**config.mk**
```make
export PLATFORM = sky130hd
export DESIGN_NAME = wb_slave_arbiter
export DESIGN_NICKNAME = d
export VERILOG_FILES = /design/src/rtl/wb_ic_pkg.sv /design/src/rtl/wb_wd_counter.sv /design/src/rtl/wb_slave_arbiter.sv
export SDC_FILE = /design/constraint.sdc
export NUM_CORES = 1
export LEC_CHECK = 0
export ABC_AREA = 0
export BUFFER_PORTS_ARGS = -buffer_cell sky130_fd_sc_hd__buf_4
export CAP_MARGIN = 20
export CORE_AREA = 2 2 46 48
export CTS_BUF_LIST = sky130_fd_sc_hd__clkbuf_16
export DETAILED_ROUTE_END_ITERATION = 10
export DIE_AREA = 0 0 48 50
export GPL_TIMING_DRIVEN = 0
export MAX_ROUTING_LAYER = met4
export PLACE_DENSITY = 0.73
export SLEW_MARGIN = 10
export SYNTH_ARGS = -nofsm -noshare
export SYNTH_HDL_FRONTEND = slang
export SYNTH_SLANG_ARGS = --single-unit
export TNS_END_PERCENT = 10
```
**constraint.sdc**
```tcl
create_clock -name clk -period 2.3 [get_ports clk]
set_clock_uncertainty 0.1 [all_clocks]
set_input_delay 0.345 -clock clk [delete_from_list [all_inputs] [get_ports clk]]
set_output_delay 0.345 -clock clk [all_outputs]
set_load 0.02 [all_outputs]
```
**src/rtl/wb_ic_pkg.sv**
```systemverilog
// wb_ic_pkg: shared arbiter state type, NO_MASTER constant and round-robin pick helper for the Wishbone interconnect
package wb_ic_pkg;
  typedef enum logic [1:0] {IDLE, OWN, WD_DRAIN} wb_arb_state_e;
  localparam logic [3:0] NO_MASTER = 4'hf;
  function automatic logic [4:0] rr_pick(input logic [15:0] req, input logic [3:0] last, input int n);
    logic [4:0] r;
    r = {1'b0, NO_MASTER};
    for (int i = 16; i >= 1; i--)
      if (i <= n && req[4'((int'(last) + i) % n)]) r = {1'b1, 4'((int'(last) + i) % n)};
    return r;
  endfunction
endpackage

```
**src/rtl/wb_wd_counter.sv**
```systemverilog
// wb_wd_counter: stall watchdog; clk, rstn, inc (stalled cycle), clr (response/idle) in; expire out on the TIMEOUT_CYCLES-th consecutive stall, never when TIMEOUT_CYCLES=0
module wb_wd_counter #(
  parameter int TIMEOUT_CYCLES = 256
) (
  input  logic clk,
  input  logic rstn,
  input  logic inc,
  input  logic clr,
  output logic expire
);
  localparam int W = TIMEOUT_CYCLES > 0 ? $clog2(TIMEOUT_CYCLES + 1) : 1;
  logic [W-1:0] cnt_q, cnt_d;
  always_comb cnt_d = clr ? '0 : inc ? cnt_q + 1'b1 : cnt_q;
  always_ff @(posedge clk) cnt_q <= !rstn ? '0 : cnt_d;
  assign expire = TIMEOUT_CYCLES > 0 && inc && !clr && cnt_q == W'(TIMEOUT_CYCLES - 1);
endmodule

```
**src/rtl/wb_slave_arbiter.sv**
```systemverilog
// wb_slave_arbiter: per-slave round-robin owner arbiter with watchdog; req/cyc/stb_sel/s_ack/s_err in; gnt/gnt_id/gnt_vld/wd_err/wd_block out
module wb_slave_arbiter
  import wb_ic_pkg::*;
#(
  parameter int N_MASTERS      = 4,
  parameter int TIMEOUT_CYCLES = 256,
  parameter int MASTERID_BITS  = (N_MASTERS > 1) ? $clog2(N_MASTERS) : 1
) (
  input  logic                     clk,
  input  logic                     rstn,
  input  logic [N_MASTERS-1:0]     req,
  input  logic [N_MASTERS-1:0]     cyc,
  input  logic                     stb_sel,
  input  logic                     s_ack,
  input  logic                     s_err,
  output logic [N_MASTERS-1:0]     gnt,
  output logic [MASTERID_BITS-1:0] gnt_id,
  output logic                     gnt_vld,
  output logic                     wd_err,
  output logic                     wd_block
);
  wb_arb_state_e state_q, state_d;
  logic [N_MASTERS-1:0] gnt_q, gnt_d;
  logic [MASTERID_BITS-1:0] gnt_id_q, gnt_id_d, last_q, last_d;
  logic gnt_vld_q, gnt_vld_d;
  logic [4:0] pick;
  logic own_cyc, stall, expire;
  assign own_cyc = cyc[gnt_id_q];
  assign stall = state_q == OWN && stb_sel && !s_ack && !s_err;
  wb_wd_counter #(.TIMEOUT_CYCLES(TIMEOUT_CYCLES)) u_wd (
    .clk(clk),
    .rstn(rstn),
    .inc(stall),
    .clr(!stall),
    .expire(expire)
  );
  always_comb begin
    pick = rr_pick(16'(req), 4'(last_q), N_MASTERS);
    state_d = state_q;
    gnt_d = gnt_q;
    gnt_id_d = gnt_id_q;
    gnt_vld_d = gnt_vld_q;
    last_d = last_q;
    if (state_q == IDLE && pick[4]) begin
      state_d = OWN;
      gnt_d = N_MASTERS'(1) << pick[3:0];
      gnt_id_d = MASTERID_BITS'(pick[3:0]);
      gnt_vld_d = 1'b1;
      last_d = MASTERID_BITS'(pick[3:0]);
    end else if (state_q != IDLE && !own_cyc) begin
      state_d = IDLE;
      gnt_d = '0;
      gnt_id_d = '0;
      gnt_vld_d = 1'b0;
    end else if (state_q == OWN && expire) begin
      state_d = WD_DRAIN;
    end
  end
  always_ff @(posedge clk) begin
    if (!rstn) begin
      state_q <= IDLE;
      gnt_q <= '0;
      gnt_id_q <= '0;
      gnt_vld_q <= 1'b0;
      last_q <= MASTERID_BITS'(N_MASTERS - 1);
    end else begin
      state_q <= state_d;
      gnt_q <= gnt_d;
      gnt_id_q <= gnt_id_d;
      gnt_vld_q <= gnt_vld_d;
      last_q <= last_d;
    end
  end
  assign gnt = gnt_q;
  assign gnt_id = gnt_id_q;
  assign gnt_vld = gnt_vld_q;
  assign wd_err = state_q == OWN && own_cyc && expire;
  assign wd_block = state_q == WD_DRAIN;
endmodule

```
# Word level (Yosys, flattened, before mapping)
# Cells that the tools add are included.
[op_classes]
n_addsub = 5
magnitude_cmp = 5
eq_ne = 3
shift = 1
mux = 27
bitwise_logic = 5
n_reduce_logical = 22
[ops]
columns = ["operator", "count"]
rows = [
  ["< comparator 3 x 6 -> 1 bit, second input constant", 4],
  ["2-to-1 mux 5 bit", 4],
  ["2-to-1 mux 1 bit", 14],
  ["binary-select mux 1 bit (select 3 bit)", 4],
  ["adder 9 x 1 -> 9 bit, second input constant", 1],
  ["equality test 9 x 8 -> 1 bit, second input constant", 1],
  ["logical AND 1 bit", 9],
  ["2-to-1 mux 4 bit", 2],
  ["OR reduction 2 bit", 4],
  ["adder 2 x 1 -> 2 bit, second input constant", 2],
  ["adder 2 bit, second input constant", 2],
  ["bitwise AND 1 bit, first input constant", 4],
  ["2-to-1 mux 2 bit", 2],
  ["nonzero test 2 bit", 2],
  ["<< shifter 1 x 4 -> 4 bit, first input constant", 1],
  ["logical NOT 1 bit", 3],
  ["< comparator 2 x 3 -> 1 bit, second input constant", 1],
  ["nonzero test 3 bit", 1],
  ["OR reduction 3 bit", 1],
  ["binary-select mux 1 bit (select 2 bit)", 1],
  ["equality test 2 x 1 -> 1 bit, second input constant", 1],
  ["equality test 2 bit, second input constant", 1],
  ["logical NOT 2 bit", 1],
  ["AND reduction 2 bit", 1],
  ["NOT 1 bit", 1],
]
[totals]
ff_bits = 20
word_cells = 75

# Depth between registers and ports, before layout
# Gate-level depths: netlist of the first run.
[depth]
word_depth = 12
depth_mapped = 7
depth_no_buf = 7

# Hierarchy
# A second synthesis of the first run with hierarchy kept.
[unflattened]
cells_unflattened = 111
area_unflattened_um2 = 984.7
[by_module_without_submodules]
columns = ["mod", "n_inst", "cells_per_inst", "area_each_um2", "seq_area_each_um2"]
rows = [
  ["wb_slave_arbiter", 1, 65, 574.3, 220.2],
  ["wb_wd_counter", 1, 46, 410.4, 180.2],
]

# Worst setup path before layout of the first run
# OpenSTA, ideal clock, no wires.
[synth_path]
kind = "flip-flop to output port"
start = "register u_wd.cnt_q[0]"
end = "output wd_err"
arrival_time_ps = 1339
setup_slack_ps = 516
stages_incl_launch_ff = 7
path_buffers = 0
cell_sequence = "dfxtp_1 ha_1 nand3_1 nor2_1 and3_1 ha_1 and3_1"
[synth_via]
elab_chain_len = 3
[synth_lines]
columns = ["element", "line", "rtl"]
rows = [
  ["start: declaration", "wb_wd_counter.sv:12", "logic [W-1:0] cnt_q, cnt_d;"],
  ["start signal: assignment", "wb_wd_counter.sv:14", "always_ff @(posedge clk) cnt_q <= !rstn ? '0 : cnt_d;"],
  ["equality test 9 x 8 -> 1 bit", "wb_wd_counter.sv:15", "assign expire = TIMEOUT_CYCLES > 0 && inc && !clr && cnt_q == W'(TIMEOUT_CYCLES - 1);"],
  ["logical AND 1 bit", "wb_wd_counter.sv:15", ""],
  ["logical AND 1 bit", "wb_slave_arbiter.sv:77", "assign wd_err = state_q == OWN && own_cyc && expire;"],
  ["end: declaration", "wb_slave_arbiter.sv:19", "output logic wd_err,"],
]
# No other way between the ends.

# Final worst setup path of the first run
# Same ends and word-level chain as after synthesis.

==> results of run 1 <==
## power by group through the flow
stage,sequential [mW],combinational [mW],clock [mW]
CTS,0.394,0.172,0.479
detailed placement,0.401,0.170,0
global placement,0.400,0.168,0
finish,0.394,0.171,0.471
floorplan,0.416,0.0927,0
global route,0.398,0.186,0.494
## worst register-to-register path, cell delays in order (launching register included)
cell and delay [ns]:
dfxtp_1 0.37, ha_2 0.21, nand3_1 0.13, nor2_2 0.14, and3_1 0.17, ha_1 0.16, nand2_1 0.08, a41o_1 0.24
## flip-flops by register name, indices dropped and copies added, names as in the netlist
signal and flops:
gnt_vld 1, gnt_id 2, last_q 2, gnt 4, u_wd.cnt_q 9, state_q 2
## cell families after synthesis
kind of cell	count (synthesis)
mux	2
compound gates	17
flops	20
simple gates	44
buf+inv	5
fa+ha+maj	2
xor+xnor	6
## layer usage
| layer | global-route usage, % | up-vias | routed length [um] |
|---|---|---|---|
| li1 | - | 393 | - |
| met4 | 8.11 | 0 | 29 |
| met5 | - | - | 0 |
| met3 | 4.40 | 4 | 94 |
| met1 | 22.3 | 361 | 842 |
| met2 | 29.1 | 22 | 897 |
## final timing paths
| check | start | endpoint | slack (ns) | cells after the start |
|---|---|---|---|---|
| hold / removal | rstn | last_q[1] | 0.36 | 2 |
| setup reg to reg | u_wd.cnt_q[0] | state_q[0] | 0.59 | 7 |
| setup / recovery | u_wd.cnt_q[0] | wd_err | 0.14 | 7 |
| hold reg to reg | gnt[0] | gnt[0] | 0.37 | 1 |
## layout make-up
class	count	area share, %
Clock buffer	3	6.24
Tap cell	27	2.81
Buffer	1	0.312
Clock inverter	1	2.50
Inverter	4	1.25
Sequential cell	20	33.4
Timing Repair Buffer	20	12.5
Multi-Input combinational cell	71	41.0
## timing repair
item                       4_1_cts  5_1_grt
setup buffers                    0        0
hold endpoints to repair         0        0
setup endpoints to repair        0        1
resized for setup                0        3
## cell usage after synthesis (2+ instances only)
cell,n
or2_2,4
nor2b_1,3
xor2_1,3
a32o_1,2
nor3_1,2
inv_1,4
dfxtp_1,20
nor2_1,15
xnor2_1,3
o21ai_0,2
nand3b_1,2
and3_1,3
ha_1,2
o2bb2ai_1,2
nand2_1,5
nand3_1,5
## through the flow
step	setup slack, ns	cells	power, mW
finish	0.144	147	1.04
global route	0.00821	147	1.08
detailed placement	0.363	143	0.571
floorplan	0.516	96	0.509
CTS	0.0896	147	1.05
global placement	0.384	143	0.568
==> results.sh, run 1 <==
export IMPL_powerDensity_mw_per_mm2=861
export IMPL_drc=0
export IMPL_finish_instance_area_mm2=0.00120
export IMPL_hold_path_class="in2reg"
export IMPL_syn_inst=96
export IMPL_final_common_cell="buf_4"
export IMPL_maxSlewHeadroom_pct=64.9
export IMPL_drv_slew=0
export IMPL_yosysWarnings=0
export IMPL_ys_seq_elements=20
export IMPL_final_hold_viol_count=0
export IMPL_synth_fa_ha_area_share_pct=2.76
export IMPL_clkSinkCount=20
export IMPL_final_nets=136
export IMPL_min_period_over_period_pct=93.7
export IMPL_vdd_drop_max_uv=602
export IMPL_num_fill_cells=170
export IMPL_grt_pass1_vias=769
export IMPL_yosysUniqueCellTypes=35
export IMPL_timing_fmax_mhz=464
export IMPL_ios=22
export IMPL_grt_first_pass_wirelength_um=3140
export IMPL_cp_arrival_ns=1.71
export IMPL_cts_made_buffers=3
export IMPL_synthSimpleGateAreaFrac_pct=24.4
export IMPL_path_cells="ha_2 -> nand3_1 -> nor2_2 -> and3_1 -> ha_1 -> and3_1 -> buf_4"
export IMPL_diodes=0
export IMPL_tightest_slew_ns=0.518
export IMPL_crit_type="reg2out"
export IMPL_core_area_mm2=0.00190
export IMPL_setup_viol=0
export IMPL_synth_top_cell_by_area="dfxtp_1"
export IMPL_syn_area_per_cell_um2=9.45
export IMPL_max_cap_violations=0
export IMPL_clkTransAtPathRegs_ns=0.06
export IMPL_synth_area_um2=907
export IMPL_setup_worst_path_start_class="flip-flop"
export IMPL_slowest_stage="dfxtp_1"
export IMPL_clock_path_buffers=2
export IMPL_synth_top_family_by_area="simple AND/OR/NAND/NOR gates"
export IMPL_viasPerCell=5.31
export IMPL_fp_row_count=16
export IMPL_cp_slowest_stage_delay_ns=0.37
export IMPL_drive_gt1_share_pct=31.7
export IMPL_grt_setup_unrepaired="false"
export IMPL_multiInputGateArea_um2=493
export IMPL_synthMuxAreaShare_pct=3.72
export IMPL_required_ns=1.86
export IMPL_status="complete, no violations"
export IMPL_grt_util_all_layers_pct=18.7
export IMPL_root_buffer="clkbuf_16"
export IMPL_seq_area_um2=402
export IMPL_synth_nets=111
export IMPL_synth_xor_xnor_area_share_pct=5.79
export IMPL_routed_wl_um=1860
export IMPL_clockPowerShare_pct=45.5
export IMPL_sw_frac_of_total_pct=22.7
export IMPL_first_iter_violations=5
export IMPL_grt_max_degree=13
export IMPL_clk_latency_ns=0.25
export IMPL_wl_per_cell_um=12.7
export IMPL_crit_fanout=4
export IMPL_syn_to_final_growth_pct=32.6
export IMPL_dr_pass1_iters=4
export IMPL_htree_levels=1
export IMPL_hpwl_um=1400
export IMPL_ant_nets=0
export IMPL_comb_power_share_pct=16.5
export IMPL_io_buffers=20
export IMPL_synthArstFlopShare_pct=0
export IMPL_power_net_switching_mw=0.235
export IMPL_cts_tree="built"
export IMPL_cell_internal_pwr_mw=0.800
export IMPL_die_h_um=50
export IMPL_num_vias=780
export IMPL_synthDominantCellAreaShare_pct=44.1
export IMPL_initial_core_util_pct=47.7
export IMPL_grt_overflow=0
export IMPL_place_area_mm2=0.00109
export IMPL_hold_buffers=0
export IMPL_dieArea_mm2=0.00240
export IMPL_gp_congestion=0.778
export IMPL_fin_crit_ns=2.16
export IMPL_leakagePower_nw=0.483
export IMPL_die_w_um=48
export IMPL_cp_end_kind="output pin"
export IMPL_synth_edf_count=0
export IMPL_ys_seq_area_share_pct=44.1
export IMPL_synth_flop_cell="dfxtp_1"
export IMPL_seq_power_share_pct=38.1
export IMPL_finalSetupTns_ns=0
export IMPL_synth_compound_area_share_pct=17.1
export IMPL_cp_top_family="simple AND/OR/NAND/NOR gates"
export IMPL_ys_top_cells_by_area="dfxtp_1, nor2_1, xnor2_1, xor2_1, ha_1"
export IMPL_crit_buf_inv=1
export IMPL_fin_util_pct=63.2
export IMPL_layout_common_cells="buf_4, dfxtp_1, nor2_1"
export IMPL_cp_common_cell="and3_1"
export IMPL_antenna_found_initial=0
export IMPL_hold_slack_ns=0.360
Note: power is estimated with default switching activity, not from simulation.
==> inputs of run 2 (changes only) <==
- BUFFER_PORTS_ARGS: -buffer_cell sky130_fd_sc_hd__buf_4 -> -buffer_cell sky130_fd_sc_hd__clkbuf_2
==> results.sh, run 2 (same netlist as run 1, synthesis figures left out) <==
export IMPL_io_buffers=20
export IMPL_clkSinkCount=20
export IMPL_place_area_mm2=0.00104
export IMPL_grt_pass1_vias=685
export IMPL_num_vias=770
export IMPL_crit_type="reg2out"
export IMPL_clkTransAtPathRegs_ns=0.05
export IMPL_required_ns=1.86
export IMPL_htree_levels=1
export IMPL_grt_overflow=0
export IMPL_grt_util_all_layers_pct=17.9
export IMPL_clockPowerShare_pct=39.4
export IMPL_initial_core_util_pct=47.7
export IMPL_cts_setup_buffers=0
export IMPL_antenna_found_initial=0
export IMPL_hold_buffers=0
export IMPL_diodes=0
export IMPL_maxSlewHeadroom_pct=68.3
export IMPL_fin_crit_ns=2.18
export IMPL_largest_reg_flops=9
export IMPL_final_nets=136
export IMPL_grt_max_degree=12
export IMPL_vdd_drop_max_uv=450
export IMPL_top_register="u_wd.cnt_q"
export IMPL_grt_setup_unrepaired="false"
export IMPL_comb_power_share_pct=17.3
export IMPL_multiInputGateArea_um2=493
export IMPL_stdcell_count=147
export IMPL_status="complete, no violations"
export IMPL_placed_cells=143
export IMPL_first_iter_violations=24
export IMPL_cts_tree="built"
export IMPL_total_power_mw=0.908
export IMPL_setup_viol=0
export IMPL_die_w_um=48
export IMPL_fin_util_pct=59.1
export IMPL_grt_first_pass_wirelength_um=2860
export IMPL_drv_slew=0
export IMPL_clock_path_buffers=2
export IMPL_power_net_switching_mw=0.235
export IMPL_die_h_um=50
export IMPL_finish_instance_area_mm2=0.00112
export IMPL_gp_congestion=0.779
export IMPL_setup_ws_ns=0.115
export IMPL_dieArea_mm2=0.00240
export IMPL_hold_path_class="in2reg"
export IMPL_seq_power_share_pct=43.4
export IMPL_cts_made_buffers=3
export IMPL_leakagePower_nw=0.456
export IMPL_dr_pass1_iters=5
export IMPL_powerDensity_mw_per_mm2=807
export IMPL_cell_internal_pwr_mw=0.673
export IMPL_max_cap_violations=0
export IMPL_sw_frac_of_total_pct=25.9
export IMPL_cp_end_kind="output pin"
export IMPL_final_hold_viol_count=0
export IMPL_hold_slack_ns=0.339
export IMPL_fp_row_count=16
export IMPL_clk_latency_ns=0.25
export IMPL_hpwl_um=1320
export IMPL_viasPerCell=5.24
export IMPL_drive_gt1_share_pct=30.0
export IMPL_cp_arrival_ns=1.74
export IMPL_finalSetupTns_ns=0
export IMPL_timing_fmax_mhz=458
export IMPL_root_buffer="clkbuf_16"
export IMPL_tightest_slew_ns=0.472
export IMPL_setup_worst_path_start_class="flip-flop"
export IMPL_layout_common_cells="dfxtp_1, clkbuf_2, nor2_1"
export IMPL_min_period_over_period_pct=95.0
export IMPL_num_fill_cells=161
export IMPL_routed_wl_um=1820
export IMPL_syn_to_final_growth_pct=24.0
export IMPL_crit_fanout=4
export IMPL_seq_area_um2=400
export IMPL_ios=22
export IMPL_ant_nets=0
export IMPL_wl_per_cell_um=12.3
export IMPL_core_area_mm2=0.00190
export IMPL_drc=0
export IMPL_place_ws_ns=0.366
[run 2: layout make-up]
| type | instances | area share [%] |
|---|---|---|
| Clock buffer | 3 | 6.67 |
| Clock inverter | 1 | 0.334 |
| Sequential cell | 20 | 35.6 |
| Tap cell | 27 | 3.00 |
| Multi-Input combinational cell | 71 | 43.8 |
| Timing Repair Buffer | 20 | 8.90 |
| Inverter | 4 | 1.33 |
| Buffer | 1 | 0.334 |
[run 2: critical path, stage by stage (launching register included)]
cell      delay (ns)
dfxtp_1         0.37
ha_2            0.22
nand3_1         0.14
nor2_2          0.14
and3_1          0.17
ha_1            0.15
and3_1          0.14
clkbuf_2        0.16
[run 2: metal layers]
metal,routed length [um],share of wire [%],track usage [%],vias up
li1,-,-,-,391
met1,828,46,21.1,350
met2,836,46,25.8,24
met3,113,6.2,7.69,5
met4,37,2.0,8.11,0
met5,0,0,-,-
[run 2: power groups by stage]
| stage | sequential (mW) | clock [mW] | combinational [mW] |
|---|---|---|---|
| CTS | 0.394 | 0.364 | 0.158 |
| global route | 0.397 | 0.377 | 0.173 |
| floorplan | 0.416 | 0 | 0.0927 |
| detailed placement | 0.401 | 0 | 0.155 |
| global placement | 0.400 | 0 | 0.153 |
| finish | 0.394 | 0.357 | 0.157 |
[run 2: timing repair]
item                                   CTS  global route
setup endpoints to repair                0             1
endpoints found under the hold margin    0             0
gates resized for setup                  0             2
[run 2: worst paths after layout]
kind | startpoint | endpoint | slack, ns | cells past startpoint
setup / recovery | u_wd.cnt_q[0] | wd_err | 0.12 | 7
hold / removal | rstn | last_q[1] | 0.34 | 2
setup reg to reg | u_wd.cnt_q[0] | state_q[0] | 0.58 | 7
hold reg to reg | gnt[2] | gnt[2] | 0.36 | 1
==> inputs of run 3 (changes only) <==
- CTS_BUF_LIST: sky130_fd_sc_hd__clkbuf_16 -> not set
==> results.sh, run 3 (same netlist as run 1, synthesis figures left out) <==
export IMPL_crit_fanout=3
export IMPL_initial_core_util_pct=47.7
export IMPL_ant_nets=0
export IMPL_clkTransAtPathRegs_ns=0.11
export IMPL_tightest_slew_ns=0.443
export IMPL_fp_row_count=16
export IMPL_cp_slowest_stage_delay_ns=0.37
export IMPL_cp_common_cell="and3_1"
export IMPL_setup_worst_path_start_class="flip-flop"
export IMPL_drv_slew=0
export IMPL_timing_fmax_mhz=460
export IMPL_wl_per_cell_um=11.8
export IMPL_final_hold_viol_count=0
export IMPL_path_cells="ha_2 -> nand3_1 -> nor2_2 -> and3_1 -> ha_1 -> and3_1 -> clkbuf_2"
export IMPL_viasPerCell=5.07
export IMPL_dieArea_mm2=0.00240
export IMPL_grt_first_pass_wirelength_um=2720
export IMPL_routed_wl_um=1740
export IMPL_cp_arrival_ns=1.73
export IMPL_cp_top_family="simple AND/OR/NAND/NOR gates"
export IMPL_grt_util_all_layers_pct=16.1
export IMPL_syn_to_final_growth_pct=20.3
export IMPL_top_register="u_wd.cnt_q"
export IMPL_die_w_um=48
export IMPL_setup_viol=0
export IMPL_hpwl_um=1320
export IMPL_slowest_stage="dfxtp_1"
export IMPL_status="complete, no violations"
export IMPL_crit_type="reg2out"
export IMPL_clkSinkCount=20
export IMPL_leakagePower_nw=0.444
export IMPL_clock_path_buffers=2
export IMPL_cts_made_buffers=3
export IMPL_maxSlewHeadroom_pct=70.0
export IMPL_fin_crit_ns=2.17
export IMPL_diodes=0
export IMPL_gp_congestion=0.779
export IMPL_cp_end_kind="output pin"
export IMPL_htree_levels=1
export IMPL_powerDensity_mw_per_mm2=685
export IMPL_cts_tree="built"
export IMPL_finish_instance_area_mm2=0.00109
export IMPL_dr_pass1_iters=4
export IMPL_drc=0
export IMPL_first_iter_violations=23
export IMPL_hold_buffers=0
export IMPL_crit_buf_inv=1
export IMPL_grt_overflow=0
export IMPL_clk_latency_ns=0.30
export IMPL_hold_path_class="in2reg"
export IMPL_antenna_found_initial=0
export IMPL_root_buffer="clkbuf_4"
export IMPL_num_vias=751
export IMPL_vdd_drop_max_uv=399
export IMPL_final_nets=137
export IMPL_final_common_cell="clkbuf_2"
export IMPL_largest_reg_flops=9
export IMPL_total_power_mw=0.747
export IMPL_die_h_um=50
export IMPL_grt_pass1_vias=672
export IMPL_ios=22
export IMPL_required_ns=1.86
export IMPL_grt_max_degree=12
export IMPL_drive_gt1_share_pct=32.2
export IMPL_core_area_mm2=0.00190
export IMPL_layout_common_cells="clkbuf_2, dfxtp_1, nor2_1"
export IMPL_place_area_mm2=0.00104
export IMPL_min_period_over_period_pct=94.4
export IMPL_max_cap_violations=0
export IMPL_io_buffers=20
## run 3: cell count changes in the layout (fill, tap and decap cells not counted)
cell / delta
clkbuf_8: +1
clkinv_1: -1
dfxtp_1: -1
clkbuf_4: +3
clkbuf_16: -3
buf_4: +1
dfxtp_2: +1
## run 3: final timing paths
| path | startpoint | to | slack, ns | depth (start not counted) |
|---|---|---|---|---|
| worst max register to register | gnt_id[0] | gnt[1] | 0.60 | 4 |
| worst min-delay path | rstn | last_q[1] | 0.30 | 2 |
| worst max-delay path | u_wd.cnt_q[1] | wd_err | 0.13 | 7 |
| worst min register to register | u_wd.cnt_q[0] | u_wd.cnt_q[0] | 0.34 | 1 |
## run 3: stage by stage
step           util (%)  setup slack, ns  cells  setup TNS [ns]  hold WS (ns)
6_report           57.4            0.128    148               0         0.302
5_1_grt            57.4         -0.00601    148        -0.00601         0.331
4_1_cts            56.6           0.0264    147               0         0.278
3_3_place_gp       54.7            0.375    143               0         0.342
2_1_floorplan         -            0.516     96               0         0.326
3_5_place_dp       54.7            0.366    143               0         0.349
## run 3: per-layer routing
| metal | share of wire (%) | GRT usage, % | wire [um] |
|---|---|---|---|
| met1 | 49 | 21.3 | 853 |
| met2 | 45 | 24.0 | 792 |
| met3 | 5.2 | 3.30 | 91 |
| met4 | 0.40 | 5.41 | 7 |
| met5 | 0 | - | 0 |
## run 3: where the power goes
group | leakage [nW] | switching [mW] | internal [mW] | total [mW]
logic | 0.260 | 0.0865 | 0.0692 | 0.156
clock network | 0.0210 | 0.102 | 0.0964 | 0.199
registers | 0.164 | 0.0210 | 0.371 | 0.392
## run 3: layout make-up
cell class              count  area [um^2]
fillers                   173          811
multi-input cells          71          493
flip-flops and latches     20          402
repair buffers             21          108
clock buffers               4         36.3
well taps                  27         33.8
inverters                   4         15.0
plain buffers               1         3.75
## run 3: repair_timing
item,4_1_cts,5_1_grt
setup buffers,0,1
gates resized for setup,0,3
setup endpoints to repair,0,1
